### src/rtl/ssd_pkg.sv
// Shared constants for the seven-segment scan decoder: active-low cathode patterns,
// the sampled-line bundle and the capture FSM encoding.
package ssd_pkg;

  localparam logic [6:0] SSD_PAT_0 = 7'b0000001;
  localparam logic [6:0] SSD_PAT_1 = 7'b1001111;
  localparam logic [6:0] SSD_PAT_2 = 7'b0010010;
  localparam logic [6:0] SSD_PAT_3 = 7'b0000110;
  localparam logic [6:0] SSD_PAT_4 = 7'b1001100;
  localparam logic [6:0] SSD_PAT_5 = 7'b0100100;
  localparam logic [6:0] SSD_PAT_6 = 7'b0100000;
  localparam logic [6:0] SSD_PAT_7 = 7'b0001111;
  localparam logic [6:0] SSD_PAT_8 = 7'b0000000;
  localparam logic [6:0] SSD_PAT_9 = 7'b0001100;
  localparam logic [6:0] SSD_PAT_A = 7'b0001000;
  localparam logic [6:0] SSD_PAT_B = 7'b1100000;
  localparam logic [6:0] SSD_PAT_C = 7'b0110001;
  localparam logic [6:0] SSD_PAT_D = 7'b1000010;
  localparam logic [6:0] SSD_PAT_E = 7'b0110000;
  localparam logic [6:0] SSD_PAT_F = 7'b0111000;
  localparam logic [6:0] SSD_BLANK = 7'h7F;

  typedef struct packed {
    logic [3:0] an;
    logic [6:0] cath;
    logic       dp;
  } ssd_lines_t;

  // Lines as seen with the display dark; used as the synchronizer reset value.
  localparam ssd_lines_t SSD_LINES_IDLE = '{an: 4'hF, cath: SSD_BLANK, dp: 1'b1};

  typedef enum logic [1:0] {
    ST_IDLE   = 2'd0,
    ST_SETTLE = 2'd1,
    ST_HOLD   = 2'd2
  } ssd_state_e;

endpackage

### src/rtl/ssd_pattern_decode.sv
// Combinational cathode-pattern decoder: active-low 7-segment code -> {hit, hex value}.
module ssd_pattern_decode
  import ssd_pkg::*;
(
  input  logic [6:0] cath_i,
  output logic       hit_o,
  output logic [3:0] val_o
);

  always_comb begin
    hit_o = 1'b1;
    val_o = 4'h0;
    case (cath_i)
      SSD_PAT_0: val_o = 4'h0;
      SSD_PAT_1: val_o = 4'h1;
      SSD_PAT_2: val_o = 4'h2;
      SSD_PAT_3: val_o = 4'h3;
      SSD_PAT_4: val_o = 4'h4;
      SSD_PAT_5: val_o = 4'h5;
      SSD_PAT_6: val_o = 4'h6;
      SSD_PAT_7: val_o = 4'h7;
      SSD_PAT_8: val_o = 4'h8;
      SSD_PAT_9: val_o = 4'h9;
      SSD_PAT_A: val_o = 4'hA;
      SSD_PAT_B: val_o = 4'hB;
      SSD_PAT_C: val_o = 4'hC;
      SSD_PAT_D: val_o = 4'hD;
      SSD_PAT_E: val_o = 4'hE;
      SSD_PAT_F: val_o = 4'hF;
      default:   hit_o = 1'b0;
    endcase
  end

endmodule

### src/rtl/ssd_scan_decoder.sv
// Rebuilds the four hex digits shown on a scanned 4-digit seven-segment display.
// Optional saturating error counter enabled by defining SSD_DECODE_ERRCNT_EN.
module ssd_scan_decoder
  import ssd_pkg::*;
#(
  parameter int unsigned STABLE_CYCLES  = 1024,
  parameter int unsigned TIMEOUT_CYCLES = 2097152
) (
  input  logic        board_clk,
  input  logic        reset,
  input  logic [3:0]  An_in,
  input  logic [6:0]  Cath_in,
  input  logic        Dp_in,
  output logic [15:0] Digits,
  output logic [3:0]  DigitVld,
  output logic [3:0]  DpOut,
  output logic        frame_done,
  output logic        err,
  output logic [7:0]  ErrCnt
);

  localparam int unsigned SW = $clog2(STABLE_CYCLES + 1);
  localparam int unsigned TW = $clog2(TIMEOUT_CYCLES + 1);

  ssd_lines_t  lines_in_c;
  ssd_lines_t  sync1_q, sync_q, prev_q;
  logic [SW-1:0] stab_q;
  logic [TW-1:0] tmo_q;
  ssd_state_e  state_q;
  logic [15:0] digit_q;
  logic [15:0] digits_q;
  logic [3:0]  vld_q, dp_q, mask_q;
  logic        frame_q, err_q;

  logic        changed_c, all_high_c, one_hot_c, capture_c, eval_ok_c, eval_bad_c, timeout_c;
  logic [3:0]  low_c;
  logic [1:0]  idx_c;
  logic        pat_hit_c;
  logic [3:0]  pat_val_c;

  assign lines_in_c = '{an: An_in, cath: Cath_in, dp: Dp_in};

  ssd_pattern_decode u_decode (
    .cath_i (sync_q.cath),
    .hit_o  (pat_hit_c),
    .val_o  (pat_val_c)
  );

  // Capture qualification from the synchronized lines.
  always_comb begin
    low_c      = ~sync_q.an;
    changed_c  = (sync_q != prev_q);
    all_high_c = (sync_q.an == 4'hF);
    one_hot_c  = (low_c != 4'h0) && ((low_c & (low_c - 4'd1)) == 4'h0);
    idx_c      = 2'd0;
    for (int i = 0; i < 4; i++) begin
      if (low_c[i]) idx_c = 2'(i);
    end
    capture_c  = (state_q == ST_SETTLE) && !all_high_c && !changed_c &&
                 (stab_q == SW'(STABLE_CYCLES));
    eval_ok_c  = capture_c && one_hot_c && pat_hit_c;
    eval_bad_c = capture_c && !(one_hot_c && pat_hit_c);
    timeout_c  = !eval_ok_c && (tmo_q == TW'(TIMEOUT_CYCLES - 1));
  end

  always_ff @(posedge board_clk) begin
    if (reset) begin
      sync1_q  <= SSD_LINES_IDLE;
      sync_q   <= SSD_LINES_IDLE;
      prev_q   <= SSD_LINES_IDLE;
      stab_q   <= '0;
      tmo_q    <= '0;
      state_q  <= ST_IDLE;
      digit_q  <= 16'h0;
      digits_q <= 16'h0;
      vld_q    <= 4'h0;
      dp_q     <= 4'h0;
      mask_q   <= 4'h0;
      frame_q  <= 1'b0;
      err_q    <= 1'b0;
    end else begin
      sync1_q <= lines_in_c;
      sync_q  <= sync1_q;
      prev_q  <= sync_q;

      if (changed_c) begin
        stab_q <= '0;
      end else if (stab_q != SW'(STABLE_CYCLES)) begin
        stab_q <= stab_q + SW'(1);
      end

      err_q   <= eval_bad_c;
      frame_q <= (mask_q == 4'hF);

      case (state_q)
        ST_IDLE:   if (!all_high_c) state_q <= ST_SETTLE;
        ST_SETTLE: begin
          if (all_high_c)     state_q <= ST_IDLE;
          else if (capture_c) state_q <= ST_HOLD;
        end
        ST_HOLD:   if (changed_c) state_q <= all_high_c ? ST_IDLE : ST_SETTLE;
        default:   state_q <= ST_IDLE;
      endcase

      // A completed mask publishes the frame; a capture in the same cycle starts the next one.
      if (mask_q == 4'hF) begin
        digits_q <= digit_q;
        mask_q   <= 4'h0;
      end

      if (eval_ok_c) begin
        digit_q[{idx_c, 2'b00} +: 4] <= pat_val_c;
        vld_q[idx_c]  <= 1'b1;
        dp_q[idx_c]   <= ~sync_q.dp;
        mask_q[idx_c] <= 1'b1;
      end else if (eval_bad_c) begin
        vld_q <= vld_q & sync_q.an;
      end

      if (eval_ok_c) begin
        tmo_q <= '0;
      end else if (tmo_q != TW'(TIMEOUT_CYCLES)) begin
        tmo_q <= tmo_q + TW'(1);
      end

      if (timeout_c) begin
        vld_q   <= 4'h0;
        mask_q  <= 4'h0;
        state_q <= ST_IDLE;
      end
    end
  end

  assign Digits     = digits_q;
  assign DigitVld   = vld_q;
  assign DpOut      = dp_q;
  assign frame_done = frame_q;
  assign err        = err_q;

`ifdef SSD_DECODE_ERRCNT_EN
  logic [7:0] errcnt_q;

  always_ff @(posedge board_clk) begin
    if (reset) begin
      errcnt_q <= 8'h00;
    end else if (eval_bad_c && (errcnt_q != 8'hFF)) begin
      errcnt_q <= errcnt_q + 8'd1;
    end
  end

  assign ErrCnt = errcnt_q;
`else
  assign ErrCnt = 8'h00;
`endif

endmodule
### config.mk
export PLATFORM = sky130hd
export DESIGN_NAME = ssd_scan_decoder
export DESIGN_NICKNAME = d
export VERILOG_FILES = /design/src/rtl/ssd_pkg.sv /design/src/rtl/ssd_pattern_decode.sv /design/src/rtl/ssd_scan_decoder.sv
export SDC_FILE = /design/constraint.sdc
export NUM_CORES = 1
export LEC_CHECK = 0
export CAP_MARGIN = 20
export CELL_PAD_IN_SITES_DETAIL_PLACEMENT = 1
export CELL_PAD_IN_SITES_GLOBAL_PLACEMENT = 1
export CORE_MARGIN = 8
export CORE_UTILIZATION = 40
export DETAILED_ROUTE_END_ITERATION = 8
export GPL_TIMING_DRIVEN = 0
export MAX_ROUTING_LAYER = met4
export PLACE_DENSITY_LB_ADDON = 0.1
export SLEW_MARGIN = 5
export SYNTH_ARGS = -nofsm -noshare
export SYNTH_HDL_FRONTEND = slang
export SYNTH_HIERARCHICAL = 1
export SYNTH_SLANG_ARGS = --single-unit
### constraint.sdc
create_clock -name board_clk -period 2.4 [get_ports board_clk]
set_clock_uncertainty 0.1 [all_clocks]
set_input_delay 0.48 -clock board_clk [delete_from_list [all_inputs] [get_ports board_clk]]
set_output_delay 0.48 -clock board_clk [all_outputs]
set_load 0.03 [all_outputs]
==> results of run 1 <==
[layer usage]
metal | share of wire, % | up-vias | track usage, %
li1 | - | 2152 | -
met1 | 41 | 2075 | 17.1
met2 | 53 | 65 | 30.2
met3 | 2.9 | 30 | 4.10
met4 | 2.9 | 0 | 7.97
met5 | 0 | - | -
[cell usage after synthesis, types with 2 or more instances]
cell      instances
a211oi_1          2
a21oi_1          41
a22oi_1           4
a311oi_1          4
a41o_1            2
and2_1            8
and3_1            9
and4_1            3
and4_2            2
buf_12            3
buf_2             8
buf_4            11
buf_6             5
clkbuf_1         14
dfxtp_1         117
ha_1             12
inv_1            11
mux2i_1           9
nand2_1          63
nand2b_1          7
nand3_1          15
nand3b_1          3
nand4_1          20
nor2_1           72
nor2b_1           3
nor3_1            7
nor3_2            5
nor4_1            4
nor4b_1           2
o21ai_0           3
or2_2            37
or3b_1            2
xnor2_1          22
xor2_1           21
[worst reg2reg max path, delay by kind of cell, from the launching register on]
| kind | cells | cell delay (ns) |
|---|---|---|
| compound gates | 4 | 0.62 |
| buf+inv | 1 | 0.12 |
| flops | 1 | 0.35 |
| mux | 1 | 0.18 |
| simple gates | 5 | 1.20 |
[timing repair]
action,CTS,global route
endpoints found under the hold margin,0,0
resized for setup,39,31
gates cloned,4,0
pin swaps,25,16
buffers inserted,30,14
endpoints found under the setup margin,53,55
[flip-flops by register name, indices dropped and copies added, names as in the netlist]
signal / cells
Digits: 16
sync_q: 12
mask_q: 4
stab_q: 11
DpOut: 4
frame_done: 1
state_q: 2
sync1_q: 12
prev_q: 12
tmo_q: 22
DigitVld: 4
digit_q: 16
err: 1
[per-stage QoR]
step | instance area, sq um | total power (uW)
3_5_place_dp | 5920 | 2290
6_report | 7000 | 4740
5_1_grt | 7000 | 4910
4_1_cts | 6820 | 4750
3_3_place_gp | 5920 | 2290
2_1_floorplan | 5310 | 2220
[where the power goes]
group / leakage (uW) / switching (uW) / total, uW / internal [uW]
clock network: 0.000265 / 917 / 2440 / 1530
registers: 0.000950 / 24.8 / 2000 / 1970
logic: 0.00139 / 163 / 305 / 142
[cell type report]
class	instances	area, sq um
well taps	176	220
clock buffers	21	480
inverters	11	41.3
multi-input cells	417	2740
flip-flops and latches	117	2370
repair buffers	85	778
clock inverters	11	101
fillers	1543	6030
plain buffers	35	273
[path summary, 6_finish.rpt]
kind	startpoint	to
worst max-delay path	sync_q[3]	digit_q[7]
worst min-delay path	sync1_q[5]	sync_q[5]
worst max register to register	sync_q[3]	digit_q[7]
worst min register to register	sync1_q[5]	sync_q[5]
[cells by family after synthesis]
kind of cell             after synthesis  synth area share, %
AO/OA/AOI/OAI                         67                 7.92
XOR/XNOR                              43                 7.18
adder cells (fa/ha/maj)               12                 2.86
buffers and inverters                 53                 6.53
flip-flops                           117                 44.6
multiplexers                          11                 2.36
other                                  1               0.0715
AND/OR/NAND/NOR                      276                 28.4
==> metrics.md, run 1 <==
| Metric | Value |
|---|---|
| Average footprint of a synthesized cell | `approximately 9.0 sq um` |
| Final worst path period need | `2.62 ns` |
| CTS tree | `built` |
| Max-slew violations | `0` |
| Setup-violating endpoint count in the final report | `a little over 50` |
| Synthesized area | `between 5000 and 6000 sq um` |
| Post-route insts no fill | `approximately 870` |
| Share of the cycle needed by the critical path after routing | `109%` |
| Cell count after placement | `roughly 800` |
| Setup TNS Final | `-6.82 ns` |
| Prevailing post-synth register cell | `dfxtp_1` |
| Slowest cell on the critical path | `or4_4` |
| Area enclosed by the die boundary | `17000 sq um` |
| Relative slew margins | `between 60% and 70%` |
| Total track usage | `16.9%` |
| WP depth | `11` |
| Crit-path max FO | `6` |
| Largest delay contributor family on the critical path | `simple AND/OR/NAND/NOR gates` |
| Maximum number of pins on one net before global-route repair | `17` |
| PnR worst setup slack | `-0.221 ns` |
| Nets@finish | `between 700 and 800` |
| Type of the worst min-delay path | `reg -> reg` |
| Effective utilization at floorplan | `between 40% and 50%` |
| Drt drc | `0` |
| Cell taking the most area after synthesis | `dfxtp_1` |
| Violation count after the first detailed-route iteration | `about 170` |
| Power per Cell Area | `677 nW/um^2` |
| Area overhead of the layout relative to synthesis | `33.5%` |
| Setup slack at placement | `-0.691 ns` |
| FFs w/ async S/R, synth | `0%` |
| Most frequent cells in the layout | `110 x dfxtp_1, 70 x nor2_1, 61 x nand2_1` |
| IO Port Bufs | `39` |
| Endpoint class of the critical path | `flip-flop` |
| CTS Root Cell | `clkbuf_16` |
| Vias in the first global route | `4467` |
| Total CTS buffers | `17` |
| Top-Level Pins | `48` |
| Clk_lat worst skew | `slightly above 0.4 ns` |
| Num Clock Sinks | `117` |
| Outcome | `finished with violations` |
| GR Overflow Total | `0` |
| Wire length per cell | `between 15 and 20 um` |
| Cell Chain, Critical Path | `or4_4 > mux2i_4 > a21oi_2 > nand4_1 > nand2_1 > a211oi_2 > a41o_4 > and3_4 > buf_12 > nand4_1 > a21oi_2` |
| Number of nets still failing antenna checks after routing | `0` |
| Cell types occupying the most area after synthesis | `dfxtp_1 45%, nor2_1 5.2%, nand2_1 4.5%` |
| Startpoint type of the worst setup path | `flip-flop` |
| Vert. Die Dim | `between 100 and 150 um` |
| Worst R2R Setup Slack | `-0.22 ns` |
| Avg Vias per Cell | `slightly below 5` |
| Worst Hold Depth | `1` |
| Slew at the pin closest to its max-slew limit | `0.546 ns` |
| Cells after synthesis | `between 500 and 600` |
| Pleak | `0.00261 uW` |
| Antenna cell count | `0` |
| Fraction of final layout cells sized beyond drive strength 1 | `27.5%` |
| Wire length of the first global-routing pass | `between 20 and 25 mm` |
| Count of synthesis-stage warnings from yosys | `6` |
| Number of H-tree levels | `4` |
| Floorplan row count | `42` |
| # hold bufs at CTS | `0` |
| Router iterations before antenna repair | `4` |
| Max clock buf depth | `2` |
| Core utilization of the finished layout | `between 50 and 60%` |
| Buffering stage count on the worst path with inverters included | `1` |
| Global placer's final weighted congestion | `between 0.7 and 0.8` |
| Seq/Total Area, Yosys | `between 40% and 50%` |
| Post-synth EDFFs | `0` |
| Max rail drop VDD | `around 0.00054 V` |
| CTS clock-pin slew for the worst setup and hold paths | `0.06 ns` |
| Count of unique library cells instantiated by Yosys | `63` |
| Violated checks | `setup timing` |
| Total wirelength of the detailed-routed design | `~14 mm` |
| Number of hold violations in the final report | `0` |
| Max Fclk | `approximately 380 MHz` |
| Std-Cell Core Area | `13000 sq um` |
| Die width | `between 100 and 150 um` |
| Via count | `roughly 4.3k` |
| Most common cell after layout, fill and taps aside | `dfxtp_1` |
| Max capacitance violation total | `0` |
| Total of flip-flops plus latches after synthesis | `117` |
| Delay contributed by the slowest stage of the critical path | `~0.55 ns` |
| Hold Slack | `between 0.3 and 0.4 ns` |
| Data required, critical path | `2.65 ns` |
| Number of antenna violations at the first check in global routing | `0` |
| DPL Wire Length | `slightly above 9 mm` |
| Arrival time of the worst setup path | `~2.9 ns` |
| Fraction of post-synthesis cell area in the top cell type by area | `44.6%` |
| Setup repair after global routing missed its margin | `yes` |
| Worst R2R Path Depth | `11` |
| Worst Path Class, Setup | `reg -> reg` |
Note: power is estimated with default switching activity, not from simulation.
==> run 2: changes to the inputs <==
==> constraint.sdc (replaced) <==
create_clock -name board_clk -period 2.4 [get_ports board_clk]
set_clock_uncertainty 0.1 [all_clocks]
set_input_delay 0.24 -clock board_clk [delete_from_list [all_inputs] [get_ports board_clk]]
set_output_delay 0.24 -clock board_clk [all_outputs]
set_load 0.03 [all_outputs]
==> results of run 2 <==
The final DEF is identical to that of run 1. Status: finished with violations: setup timing.
Main changes from that run: hold slack 0.308 ns -> 0.286 ns; end point of the worst hold path sync_q[5] -> sync1_q[7]
